--- config.mk ---
export PLATFORM = sky130hd
export DESIGN_NAME = adc_mux_ctrl
export DESIGN_NICKNAME = d
export VERILOG_FILES = /design/src/rtl/adc_mux_ctrl.sv
export SDC_FILE = /design/constraint.sdc
export NUM_CORES = 1
export LEC_CHECK = 0
export BUFFER_PORTS_ARGS = -buffer_cell sky130_fd_sc_hd__buf_2
export CORE_ASPECT_RATIO = 1.1
export CORE_MARGIN = 10
export CORE_UTILIZATION = 55
export DETAILED_ROUTE_END_ITERATION = 10
export PLACE_DENSITY = 0.81
export SYNTH_ARGS = -nofsm -noshare
export SYNTH_HDL_FRONTEND = slang
export SYNTH_SLANG_ARGS = --single-unit
--- constraint.sdc ---
create_clock -name clk -period 3.76 [get_ports clk]
set_input_delay 0.752 -clock clk [delete_from_list [all_inputs] [get_ports clk]]
set_output_delay 0.752 -clock clk [all_outputs]
set_load 0.03 [all_outputs]
--- src/rtl/adc_mux_ctrl.sv ---
// Frame-aware select controller for the dual-source ADC mux: switches source only between
// frames, after a guard gap, then waits out the mux select latency. Optional watchdog: ADC_MUX_CTRL_TIMEOUT_EN.
module adc_mux_ctrl #(
  parameter int FRAME_CNT_W    = 8,
  parameter int GUARD_W        = 8,
  parameter int SETTLE_CYCLES  = 3,
  parameter int TIMEOUT_CYCLES = 65535
) (
  input  logic                   clk,
  input  logic                   rst,
  input  logic [1:0]             cfg_mode,
  input  logic [FRAME_CNT_W-1:0] cfg_frames,
  input  logic [GUARD_W-1:0]     cfg_guard,
  input  logic                   sw_req,
  input  logic                   sw_sel,
  input  logic                   err_clr,
  input  logic                   ch0_sop,
  input  logic                   ch0_eop,
  input  logic                   ch0_valid,
  input  logic                   ch1_sop,
  input  logic                   ch1_eop,
  input  logic                   ch1_valid,
  output logic                   adc_mux_s,
  output logic                   mux_busy,
  output logic                   switch_done,
  output logic [FRAME_CNT_W-1:0] frame_cnt,
  output logic                   sop_drop_err,
  output logic                   frame_timeout
);

  localparam int SET_W = $clog2(SETTLE_CYCLES + 1);
  localparam int CNT_W = (GUARD_W > SET_W) ? GUARD_W : SET_W;

  if (SETTLE_CYCLES < 1 || TIMEOUT_CYCLES < 1) begin : g_param_chk
    $error("adc_mux_ctrl: SETTLE_CYCLES and TIMEOUT_CYCLES must be at least 1");
  end

  typedef enum logic [1:0] {ST_IDLE, ST_FRAME, ST_GUARD, ST_SETTLE} state_t;

  state_t                 r_state, w_state_next;
  logic [CNT_W-1:0]       r_cnt, w_cnt_next;
  logic                   r_sel, w_sel_next;
  logic                   r_busy, w_busy_next;
  logic                   r_done, w_done_next;
  logic [FRAME_CNT_W-1:0] r_frame_cnt, w_frame_cnt_next;
  logic                   r_pend_vld, w_pend_vld_next;
  logic                   r_pend_sel, w_pend_sel_next;
  logic                   r_drop_err, w_drop_set;

  logic                   w_sop, w_eop, w_to_hit;
  logic [FRAME_CNT_W-1:0] w_frames_min, w_cnt_inc;
  logic                   w_tgt_cur, w_tgt_inc;

  function automatic logic f_target(input logic [1:0] mode, input logic cur, input logic alt_due,
                                    input logic pend_vld, input logic pend_sel);
    logic tgt;
    case (mode)
      2'b00:   tgt = 1'b0;
      2'b01:   tgt = 1'b1;
      2'b10:   tgt = alt_due ? ~cur : cur;
      default: tgt = pend_vld ? pend_sel : cur;
    endcase
    return tgt;
  endfunction

  // Only the currently selected source's strobes drive the FSM
  assign w_sop = r_sel ? (ch1_sop & ch1_valid) : (ch0_sop & ch0_valid);
  assign w_eop = r_sel ? (ch1_eop & ch1_valid) : (ch0_eop & ch0_valid);

  assign w_frames_min = (cfg_frames == '0) ? FRAME_CNT_W'(1) : cfg_frames;
  assign w_cnt_inc    = (&r_frame_cnt) ? r_frame_cnt : r_frame_cnt + FRAME_CNT_W'(1);
  assign w_tgt_cur    = f_target(cfg_mode, r_sel, r_frame_cnt >= w_frames_min, r_pend_vld, r_pend_sel);
  assign w_tgt_inc    = f_target(cfg_mode, r_sel, w_cnt_inc >= w_frames_min, r_pend_vld, r_pend_sel);

  always_comb begin
    w_state_next     = r_state;
    w_cnt_next       = r_cnt;
    w_sel_next       = r_sel;
    w_done_next      = 1'b0;
    w_frame_cnt_next = r_frame_cnt;
    w_drop_set       = 1'b0;
    case (r_state)
      ST_IDLE, ST_GUARD: begin
        if (w_sop && w_eop) begin
          // one-beat frame: count it and re-evaluate as at any eop
          w_frame_cnt_next = w_cnt_inc;
          w_state_next     = (w_tgt_inc != r_sel) ? ST_GUARD : ST_IDLE;
          w_cnt_next       = CNT_W'(cfg_guard);
        end else if (w_sop) begin
          w_state_next = ST_FRAME;
        end else if (r_state == ST_IDLE) begin
          if (w_tgt_cur != r_sel) begin
            w_state_next = ST_GUARD;
            w_cnt_next   = CNT_W'(cfg_guard);
          end
        end else if (w_tgt_cur == r_sel) begin
          w_state_next = ST_IDLE;
        end else if (r_cnt == '0) begin
          w_sel_next   = w_tgt_cur;
          w_state_next = ST_SETTLE;
          w_cnt_next   = CNT_W'(SETTLE_CYCLES - 1);
        end else begin
          w_cnt_next = r_cnt - CNT_W'(1);
        end
      end
      ST_FRAME: begin
        if (w_eop) begin
          w_frame_cnt_next = w_cnt_inc;
          w_state_next     = (w_tgt_inc != r_sel) ? ST_GUARD : ST_IDLE;
          w_cnt_next       = CNT_W'(cfg_guard);
        end else if (w_to_hit) begin
          w_state_next = ST_IDLE;
        end
      end
      default: begin
        // r_sel already points at the new source, so w_sop is a sop on the new source
        w_drop_set = w_sop;
        if (r_cnt == '0) begin
          w_done_next      = 1'b1;
          w_frame_cnt_next = '0;
          w_state_next     = ST_IDLE;
        end else begin
          w_cnt_next = r_cnt - CNT_W'(1);
        end
      end
    endcase
    w_busy_next = (w_state_next == ST_GUARD) || (w_state_next == ST_SETTLE);
  end

  always_comb begin
    w_pend_vld_next = r_pend_vld;
    w_pend_sel_next = r_pend_sel;
    if (sw_req) begin
      w_pend_vld_next = 1'b1;
      w_pend_sel_next = sw_sel;
    end else if (r_pend_vld && (w_done_next || (cfg_mode == 2'b11 && r_pend_sel == r_sel))) begin
      w_pend_vld_next = 1'b0;
    end
  end

  always_ff @(posedge clk) begin
    if (rst) begin
      r_state     <= ST_IDLE;
      r_cnt       <= '0;
      r_sel       <= 1'b0;
      r_busy      <= 1'b0;
      r_done      <= 1'b0;
      r_frame_cnt <= '0;
      r_pend_vld  <= 1'b0;
      r_pend_sel  <= 1'b0;
      r_drop_err  <= 1'b0;
    end else begin
      r_state     <= w_state_next;
      r_cnt       <= w_cnt_next;
      r_sel       <= w_sel_next;
      r_busy      <= w_busy_next;
      r_done      <= w_done_next;
      r_frame_cnt <= w_frame_cnt_next;
      r_pend_vld  <= w_pend_vld_next;
      r_pend_sel  <= w_pend_sel_next;
      if (w_drop_set)
        r_drop_err <= 1'b1;
      else if (err_clr)
        r_drop_err <= 1'b0;
    end
  end

`ifdef ADC_MUX_CTRL_TIMEOUT_EN
  localparam int TO_W = $clog2(TIMEOUT_CYCLES + 1);

  logic [TO_W-1:0] r_to_cnt;
  logic            r_to_err;

  assign w_to_hit = (r_state == ST_FRAME) && !w_eop && (r_to_cnt == TO_W'(TIMEOUT_CYCLES - 1));

  always_ff @(posedge clk) begin
    if (rst || r_state != ST_FRAME || w_eop || w_to_hit)
      r_to_cnt <= '0;
    else
      r_to_cnt <= r_to_cnt + TO_W'(1);
    if (rst)
      r_to_err <= 1'b0;
    else if (w_to_hit)
      r_to_err <= 1'b1;
    else if (err_clr)
      r_to_err <= 1'b0;
  end

  assign frame_timeout = r_to_err;
`else
  assign w_to_hit      = 1'b0;
  assign frame_timeout = 1'b0;
`endif

  assign adc_mux_s    = r_sel;
  assign mux_busy     = r_busy;
  assign switch_done  = r_done;
  assign frame_cnt    = r_frame_cnt;
  assign sop_drop_err = r_drop_err;

endmodule

; Word-level counts from Yosys, hierarchy flattened
; Cells that the tools add are included.
; W data, S select, Z words.
[classes]
bitwise_logic = 9
n_eq_ne = 17
order_cmp = 2
reduce_logical = 18
n_addsub = 2
mux = 39
[ops]
columns = operator, count
row1 = $mux W8, 13
row2 = $pmux W8 S2, 2
row3 = $mux W2, 9
row4 = $ge A8 B8 Y1, 2
row5 = $logic_not A8 Y1, 2
row6 = $mux W1, 12
row7 = $eq A2 B2 Y1 const B, 5
row8 = $add A8 B1 Y8 const B, 1
row9 = $ne A4 B4 Y1 const B, 2
row10 = $reduce_and A8 Y1, 1
row11 = $sub A8 B1 Y8 const B, 1
row12 = $pmux W1 S3, 2
row13 = $reduce_and A6 Y1, 1
row14 = $not A1 Y1, 5
row15 = $reduce_and A5 Y1, 1
row16 = $and A1 B1 Y1, 4
row17 = $eq A2 B1 Y1 const B, 2
row18 = $logic_not A2 Y1, 2
row19 = $ne A2 B2 Y1 const B, 2
row20 = $pmux W2 S2, 1
row21 = $reduce_bool A2 Y1, 2
row22 = $logic_and A1 B1 Y1, 3
row23 = $ne A3 B1 Y1 const B, 1
row24 = $ne A3 B3 Y1 const B, 1
row25 = 7 further kinds, 10
[totals]
out_inout_bits = 13
reg_bits = 24
in_bits = 29
word_cells = 96

; Logic depth before layout (Yosys ltp)
; Gate-level depths: netlist (run 1).
[logic_depth]
depth_word = 13
depth_mapped = 11
depth_no_buf = 11

; Least setup slack after synthesis (run 1)
; No wires, ideal clock.
[synth_path]
path_kind = in2reg
startpoint = input cfg_frames[1]
endpoint = register r_sel, in the netlist adc_mux_s
n_path_buf = 0
slack_ns = 0.864
t_arrival_ns = 2.822
stages = 9
required_time_ns = 3.685
setup_ns = 0.075
cell_sequence = nor4_1 a41o_1 ha_1 nand2b_1 a2111o_1 a21o_1 a221o_1 or3_1 a31oi_1
[synth_between]
elab_chain_len = 8
[synth_rtl]
columns = item, line
row1 = start: declaration, 12  ; input logic [FRAME_CNT_W-1:0] cfg_frames,
row2 = $logic_not A8 Y1, 70  ; assign w_frames_min = (cfg_frames == '0) ? FRAME_CNT_W'(1) : cfg_frames;
row3 = $mux W8 (*), 70
row4 = $ge A8 B8 Y1 (*), 72  ; assign w_tgt_cur = f_target(cfg_mode, r_sel, r_frame_cnt >= w_frames_min, r_pend_vld, r_pend_sel);
row5 = $mux W1 (*), 60  ; 2'b10: tgt = alt_due ? ~cur : cur;
row6 = $pmux W1 S3 (*), 57  ; case (mode)
row7 = $eq A1 B1 Y1, 96  ; end else if (w_tgt_cur == r_sel) begin
row8 = $not A1 Y1 (no source line), n/a
row9 = $reduce_and A6 Y1 (no source line), n/a
row10 = end signal: assignment, 155  ; r_sel <= w_sel_next;
row11 = end: declaration, 42  ; logic r_sel, w_sel_next;
; Mark *: on every way between the ends. The rest lies on a longest branch, timed or not.
; A chain may end at the register's enable or synchronous reset.

; Worst setup path in the final report (run 1)
; Same ends and word-level chain as after synthesis.

==> flow_summary_export.csv, run 1 <==
group,metric,value,unit
cells_and_area,area_growth,12.66,%
synthesis,synth_top_area_cell,"dfxtp_1",
drt,drc,0,
clock_network,cts_made_buffers,3,
drt,detail-route-antenna-nets,0,
die,die_area,6249,um2
die,placementRows,22,
worst_setup_path,timing.critical_path.arrival,3.12,ns
worst_setup_path,ff2ff_setup_slack,0.98,ns
outcome,status,"finished, final reports clean",
synthesis,ys_seq_elements,23,
pwr,p_leak,0.9887,nW
sta,hold_viol,0,
cells_and_area,layout-drive-gt1-share,17.83,%
grt,antenna_found_initial,0,
worst_setup_path,critPathMaxFanout,3,
placed_design,dp_hpwl,3739,um
drt,drtIter0Drc,176,
drt,wl_per_cell,14.20,um
pwr,vdd_drop_max,0.0002070,V
sta,setup_violations,0,
grt,grt_pass1_vias,1791,
die,initial_core_util,57.08,%
cells_and_area,final_common_cell,"buf_2",
grt,grt_usage,14.59,%
synthesis,ys.flop_type,"dfxtp_1",
synthesis,synth_area,1917,um2
cells_and_area,fillers,303,
die,die_w,76.29,um
drt,first_pass_iters,4,
synthesis,synthTopCellsByArea,"dfxtp_1 (24%), ha_1 (12%), a21oi_1 (6.3%), nor2_1 (4.7%), nand3_1 (4.2%)",
clock_network,post_cts_buffers,0,
synthesis,avgSynthCellArea,7.637,um2
worst_setup_path,crit_required,4.01,ns
drt,vias,1941,
clock_network,clk_pin_slew_worst_paths,0.13,ns
cells_and_area,finalNetCount,334,
pwr,cellPowerDensity,270.0,nW/um2
hold_path,hold_path_class,"reg2reg",
clock_network,clock-sinks,23,
sta,final.setup.tns,0,ns
grt,gr-total-overflow,0,
placed_design,dp_cells,330,
synthesis,synth_edf_count,0,
worst_setup_path,setup.worst_path.end_class,"flip-flop",
sta,rsz0062_at_grt,"no",
clock_network,postCtsHoldBufs,0,
grt,grt_pass1_wl,7921,um
flow_run,cap_violations,0,
worst_setup_path,crit-reg2reg-capture,"r_state[1]$_SDFF_PP0_",
clock_network,clk_path_buf_depth,2,
hold_path,hold_path.startpoint,"r_cnt[1]$_SDFFE_PP0P_",
synthesis,yosys_warnings,0,
sta,slew_headroom,50.91,%
worst_setup_path,crit_type,"in2reg",
synthesis,synthArstFlopShare,0,%
hold_path,min_path_cells,2,
synthesis,yosysSeqAreaShare,24.02,%
grt,grt_max_degree,23,
synthesis,synth_top_area_share,24.02,%
placed_design,gp_congestion,0.8762,
worst_setup_path,setup.worst_path.start_class,"input port",
cells_and_area,n_antenna_cell,0,
worst_setup_path,ff2ff_path_depth,10,
synthesis,netlist_instances,251,
synthesis,syn_nets,298,
sta,min_period_over_period,76.37,%
clock_network,post_cts_resized,0,
sta,layout_min_cycle_time,2.871,ns
clock_network,cts_root_buf,"clkbuf_4",
sta,slew_violations,0,
clock_network,htree_levels,1,
placed_design,portBuffers,40,
hold_path,hold_path_end,"r_cnt[1]$_SDFFE_PP0P_",
sta,fmax,0.3483,GHz
drt,wl,4744,um
die,die_height,81.92,um
cells_and_area,final_cell_mix,"buf_2 (40), nor2_1 (24), a21oi_1 (24)",
sta,skew,0.01257,ns
die,ios,42,
die,core-area,3358,um2
clock_network,cts_tree,"yes",
synthesis,ys_types,54,
drt,drt-vias-per-instance,5.811,
clock_network,clock_latency,0.31,ns
cells_and_area,layoutNonFillerInstCount,334,
sta,worstMarginPinSlew,0.7301,ns
worst_setup_path,rr_startpoint,"frame_cnt[1]$_SDFFE_PP0P_",
how the worst max path moves through the flow:
| stage | startpoint | endpoint | slack, ns | cells past startpoint |
|---|---|---|---|---|
| floorplan | cfg_frames[1] | adc_mux_s$_SDFFE_PP0P_ | 0.86 | 9 |
| global placement | cfg_frames[1] | adc_mux_s$_SDFFE_PP0P_ | 0.68 | 10 |
| detailed placement | cfg_frames[1] | adc_mux_s$_SDFFE_PP0P_ | 0.53 | 10 |
| CTS | cfg_frames[1] | adc_mux_s$_SDFFE_PP0P_ | 0.86 | 10 |
| global route | cfg_frames[1] | r_cnt[3]$_SDFFE_PP0P_ | 0.71 | 10 |
| finish | cfg_frames[1] | adc_mux_s$_SDFFE_PP0P_ | 0.89 | 10 |
cell type report:
type,count,area (um2),share of cell area [%]
Timing Repair Buffer,40,200.2,9.270
Multi-Input combinational cell,200,1341,62.11
Sequential cell,23,460.4,21.32
Tap cell,48,60.06,2.781
Inverter,19,71.32,3.302
Clock buffer,4,26.28,1.217
power by group:
| group | internal, W | switching, W |
|---|---|---|
| Clock | 0.0000413 | 0.0000740 |
| Sequential | 0.000260 | 0.0000222 |
| Combinational | 0.0000813 | 0.000105 |
registers in the layout, indices dropped and copies added (netlist names):
name          count
r_cnt             8
r_state           2
adc_mux_s         1
frame_cnt         8
r_pend_vld        1
switch_done       1
r_pend_sel        1
sop_drop_err      1
metal layers:
layer	up-vias	global-route usage [%]	routed length (um)
met2	42	25.60	2291
li1	991	-	-
met3	4	2.948	208
met5	-	0	0
met1	904	17.97	2208
met4	0	3.903	36
per-stage QoR:
stage / total power, W / worst slack (ns) / hold WS, ns / area, um2 / utilization (%)
finish: 0.0005832 / 0.8887 / 0.5224 / 2160 / 64.31
global placement: 0.0004653 / 0.6781 / 0.4887 / 2133 / 63.52
floorplan: 0.0004221 / 0.8637 / 0.4712 / 1917 / -
global route: 0.0006212 / 0.7101 / 0.5738 / 2160 / 64.31
CTS: 0.0005873 / 0.8642 / 0.5275 / 2160 / 64.31
detailed placement: 0.0004726 / 0.5346 / 0.5097 / 2133 / 63.52
logic make-up after synthesis:
group,after synthesis,share of synthesized area (%)
buffers and inverters,28,6.004
adder cells (fa/ha/maj),18,11.75
XOR/XNOR,8,3.655
other,1,0.1956
AND/OR/NAND/NOR,94,25.52
multiplexers,4,2.219
flip-flops,23,24.02
AO/OA/AOI/OAI,75,26.63
cell usage after synthesis, drive strengths merged, types with 2 or more instances:
library cell	count
dfxtp	23
a31oi	5
and2	3
nor2b	3
a2111oi	7
a21o	3
nor3	7
a21boi	3
o211ai	2
ha	18
mux2i	2
clkbuf	4
nand3	16
and3	4
inv	19
nand2b	6
nor2	24
or3	4
o31ai	4
o2bb2ai	2
xnor2	7
mux2	2
nand2	16
buf	5
o21ai	11
nand4	2
a21oi	25
o31a	3
nor4	2
critical path, cell delays in order:
cell	delay [ns]
buf_2	0.11
nor4_1	0.28
a41o_1	0.24
ha_1	0.23
nand2b_1	0.15
a2111o_1	0.44
a21o_1	0.17
a221o_1	0.30
or3_1	0.31
a31oi_1	0.13
No activity file was read; power rests on OpenSTA's default activity.
==> inputs of run 2 (changes only) <==
- clock period: 3.76 -> 3.01 ns (I/O delays scaled with it)
==> flow_summary_export.csv, run 2 (synthesized netlist as in run 1, its figures left out) <==
group,metric,value,unit
cells_and_area,area_growth,15.01,%
clock_network,clk_path_buf_depth,2,
worst_setup_path,timing.critical_path.arrival,2.89,ns
die,initial_core_util,57.08,%
drt,drtIter0Drc,141,
die,die_w,76.29,um
sta,layout_min_cycle_time,2.641,ns
cells_and_area,finalNetCount,340,
clock_network,clk_pin_slew_worst_paths,0.13,ns
drt,first_pass_iters,4,
drt,wl_per_cell,13.77,um
sta,slew_headroom,47.14,%
clock_network,post_cts_resized,0,
flow_run,cap_violations,0,
cells_and_area,design_area,2205,um2
placed_design,place_area,2178,um2
placed_design,portBuffers,40,
clock_network,clock-sinks,23,
die,ios,42,
sta,fmax,0.3786,GHz
clock_network,cts_tree,"yes",
pwr,p_int,0.0004773,W
drt,drt-vias-per-instance,5.771,
sta,skew,0.008242,ns
grt,grt_max_degree,23,
cells_and_area,layout-drive-gt1-share,19.52,%
grt,grt_usage,14.90,%
drt,vias,1962,
sta,min_period_over_period,87.75,%
grt,gr-total-overflow,0,
sta,setup_violations,0,
clock_network,clock_latency,0.30,ns
clock_network,cts_root_buf,"clkbuf_4",
grt,antenna_found_initial,0,
clock_network,htree_levels,1,
clock_network,postCtsHoldBufs,0,
pwr,combPwrFrac,31.9,%
pwr,vdd_drop_max,0.0002593,V
grt,grt_pass1_vias,1881,
outcome,status,"finished, final reports clean",
worst_setup_path,crit_required,3.25,ns
worst_setup_path,setup.worst_path.start_class,"flip-flop",
drt,drc,0,
sta,hold_viol,0,
sta,rsz0062_at_grt,"no",
die,placementRows,22,
cells_and_area,final_cell_mix,"buf_2 (40), nor2_1 (24), a21oi_1 (24)",
die,die_height,81.92,um
worst_setup_path,critPathMaxFanout,6,
grt,grt_pass1_wl,8073,um
cells_and_area,final_common_cell,"buf_2",
pwr,switching_share,33.95,%
pwr,clkPwrFrac,19.4,%
clock_network,post_cts_buffers,0,
placed_design,gp_congestion,0.8660,
drt,wl,4681,um
die,core-area,3358,um2
drt,detail-route-antenna-nets,0,
sta,slew_violations,0,
hold_path,hold_path_class,"in2reg",
pwr,p_switching,0.0002454,W
sta,worstMarginPinSlew,0.7862,ns
placed_design,dp_hpwl,3727,um
clock_network,cts_made_buffers,3,
sta,final.setup.tns,0,ns
worst_setup_path,setup.worst_path.end_class,"flip-flop",
worst_setup_path,crit_type,"reg2reg",
pwr,p_leak,1.020,nW
pwr,cellPowerDensity,327.8,nW/um2
pwr,seqPwrFrac,48.7,%
cells_and_area,n_antenna_cell,0,
die,die_area,6249,um2
-- run 2: path summary, 6_finish.rpt --
path / startpoint / to / slack (ns) / depth (start not counted)
min: sw_sel / r_pend_sel$_SDFFE_PP0P_ / 0.53 / 3
max reg2reg: frame_cnt[1]$_SDFFE_PP0P_ / r_state[1]$_SDFF_PP0_ / 0.37 / 10
min reg2reg: r_cnt[1]$_SDFFE_PP0P_ / r_cnt[1]$_SDFFE_PP0P_ / 0.53 / 2
max: frame_cnt[1]$_SDFFE_PP0P_ / r_state[1]$_SDFF_PP0_ / 0.37 / 10
-- run 2: layout make-up --
class / count / area (um2)
multi-input cells: 200 / 1341
fillers: 334 / 1154
flip-flops and latches: 23 / 460.4
repair buffers: 46 / 245.2
inverters: 19 / 71.32
well taps: 48 / 60.06
clock buffers: 4 / 26.28
-- run 2: per-stage QoR --
step                instances  hold WS [ns]  util [%]  worst slack (ns)  total power, W
detailed placement        336        0.5110     64.87           0.02420       0.0005882
CTS                       340        0.5223     65.65            0.3497       0.0007290
floorplan                 251        0.4712         -            0.2637       0.0005273
global route              340        0.5185     65.65            0.1509       0.0007784
finish                    340        0.5261     65.65            0.3686       0.0007227
global placement          336        0.4879     64.87           0.07826       0.0005817
-- run 2: per-layer routing --
metal  vias up  global-route usage, %  routed length, um
li1       1004                      -                  -
met1       898                  18.77               2210
met2        49                  24.83               2175
met3        11                  3.057                207
met4         0                  5.576                 87
met5         -                      0                  0
-- run 2: power groups by stage --
stage	clock (W)	combinational (W)	sequential, W
after floorplan	0	0.000171	0.000356
after global placement	0	0.000224	0.000357
after detailed placement	0	0.000231	0.000357
after CTS	0.000146	0.000232	0.000351
after global routing	0.000158	0.000265	0.000356
final	0.000140	0.000231	0.000352
-- run 2: worst max-delay path: stages, from the launching register on --
cell	delay, ns
dfxtp_1	0.44
ha_1	0.24
nand3_1	0.11
nor2_1	0.18
mux2_2	0.37
ha_1	0.27
a21o_1	0.11
a211oi_1	0.07
or3_1	0.37
a311o_1	0.28
a31oi_1	0.15
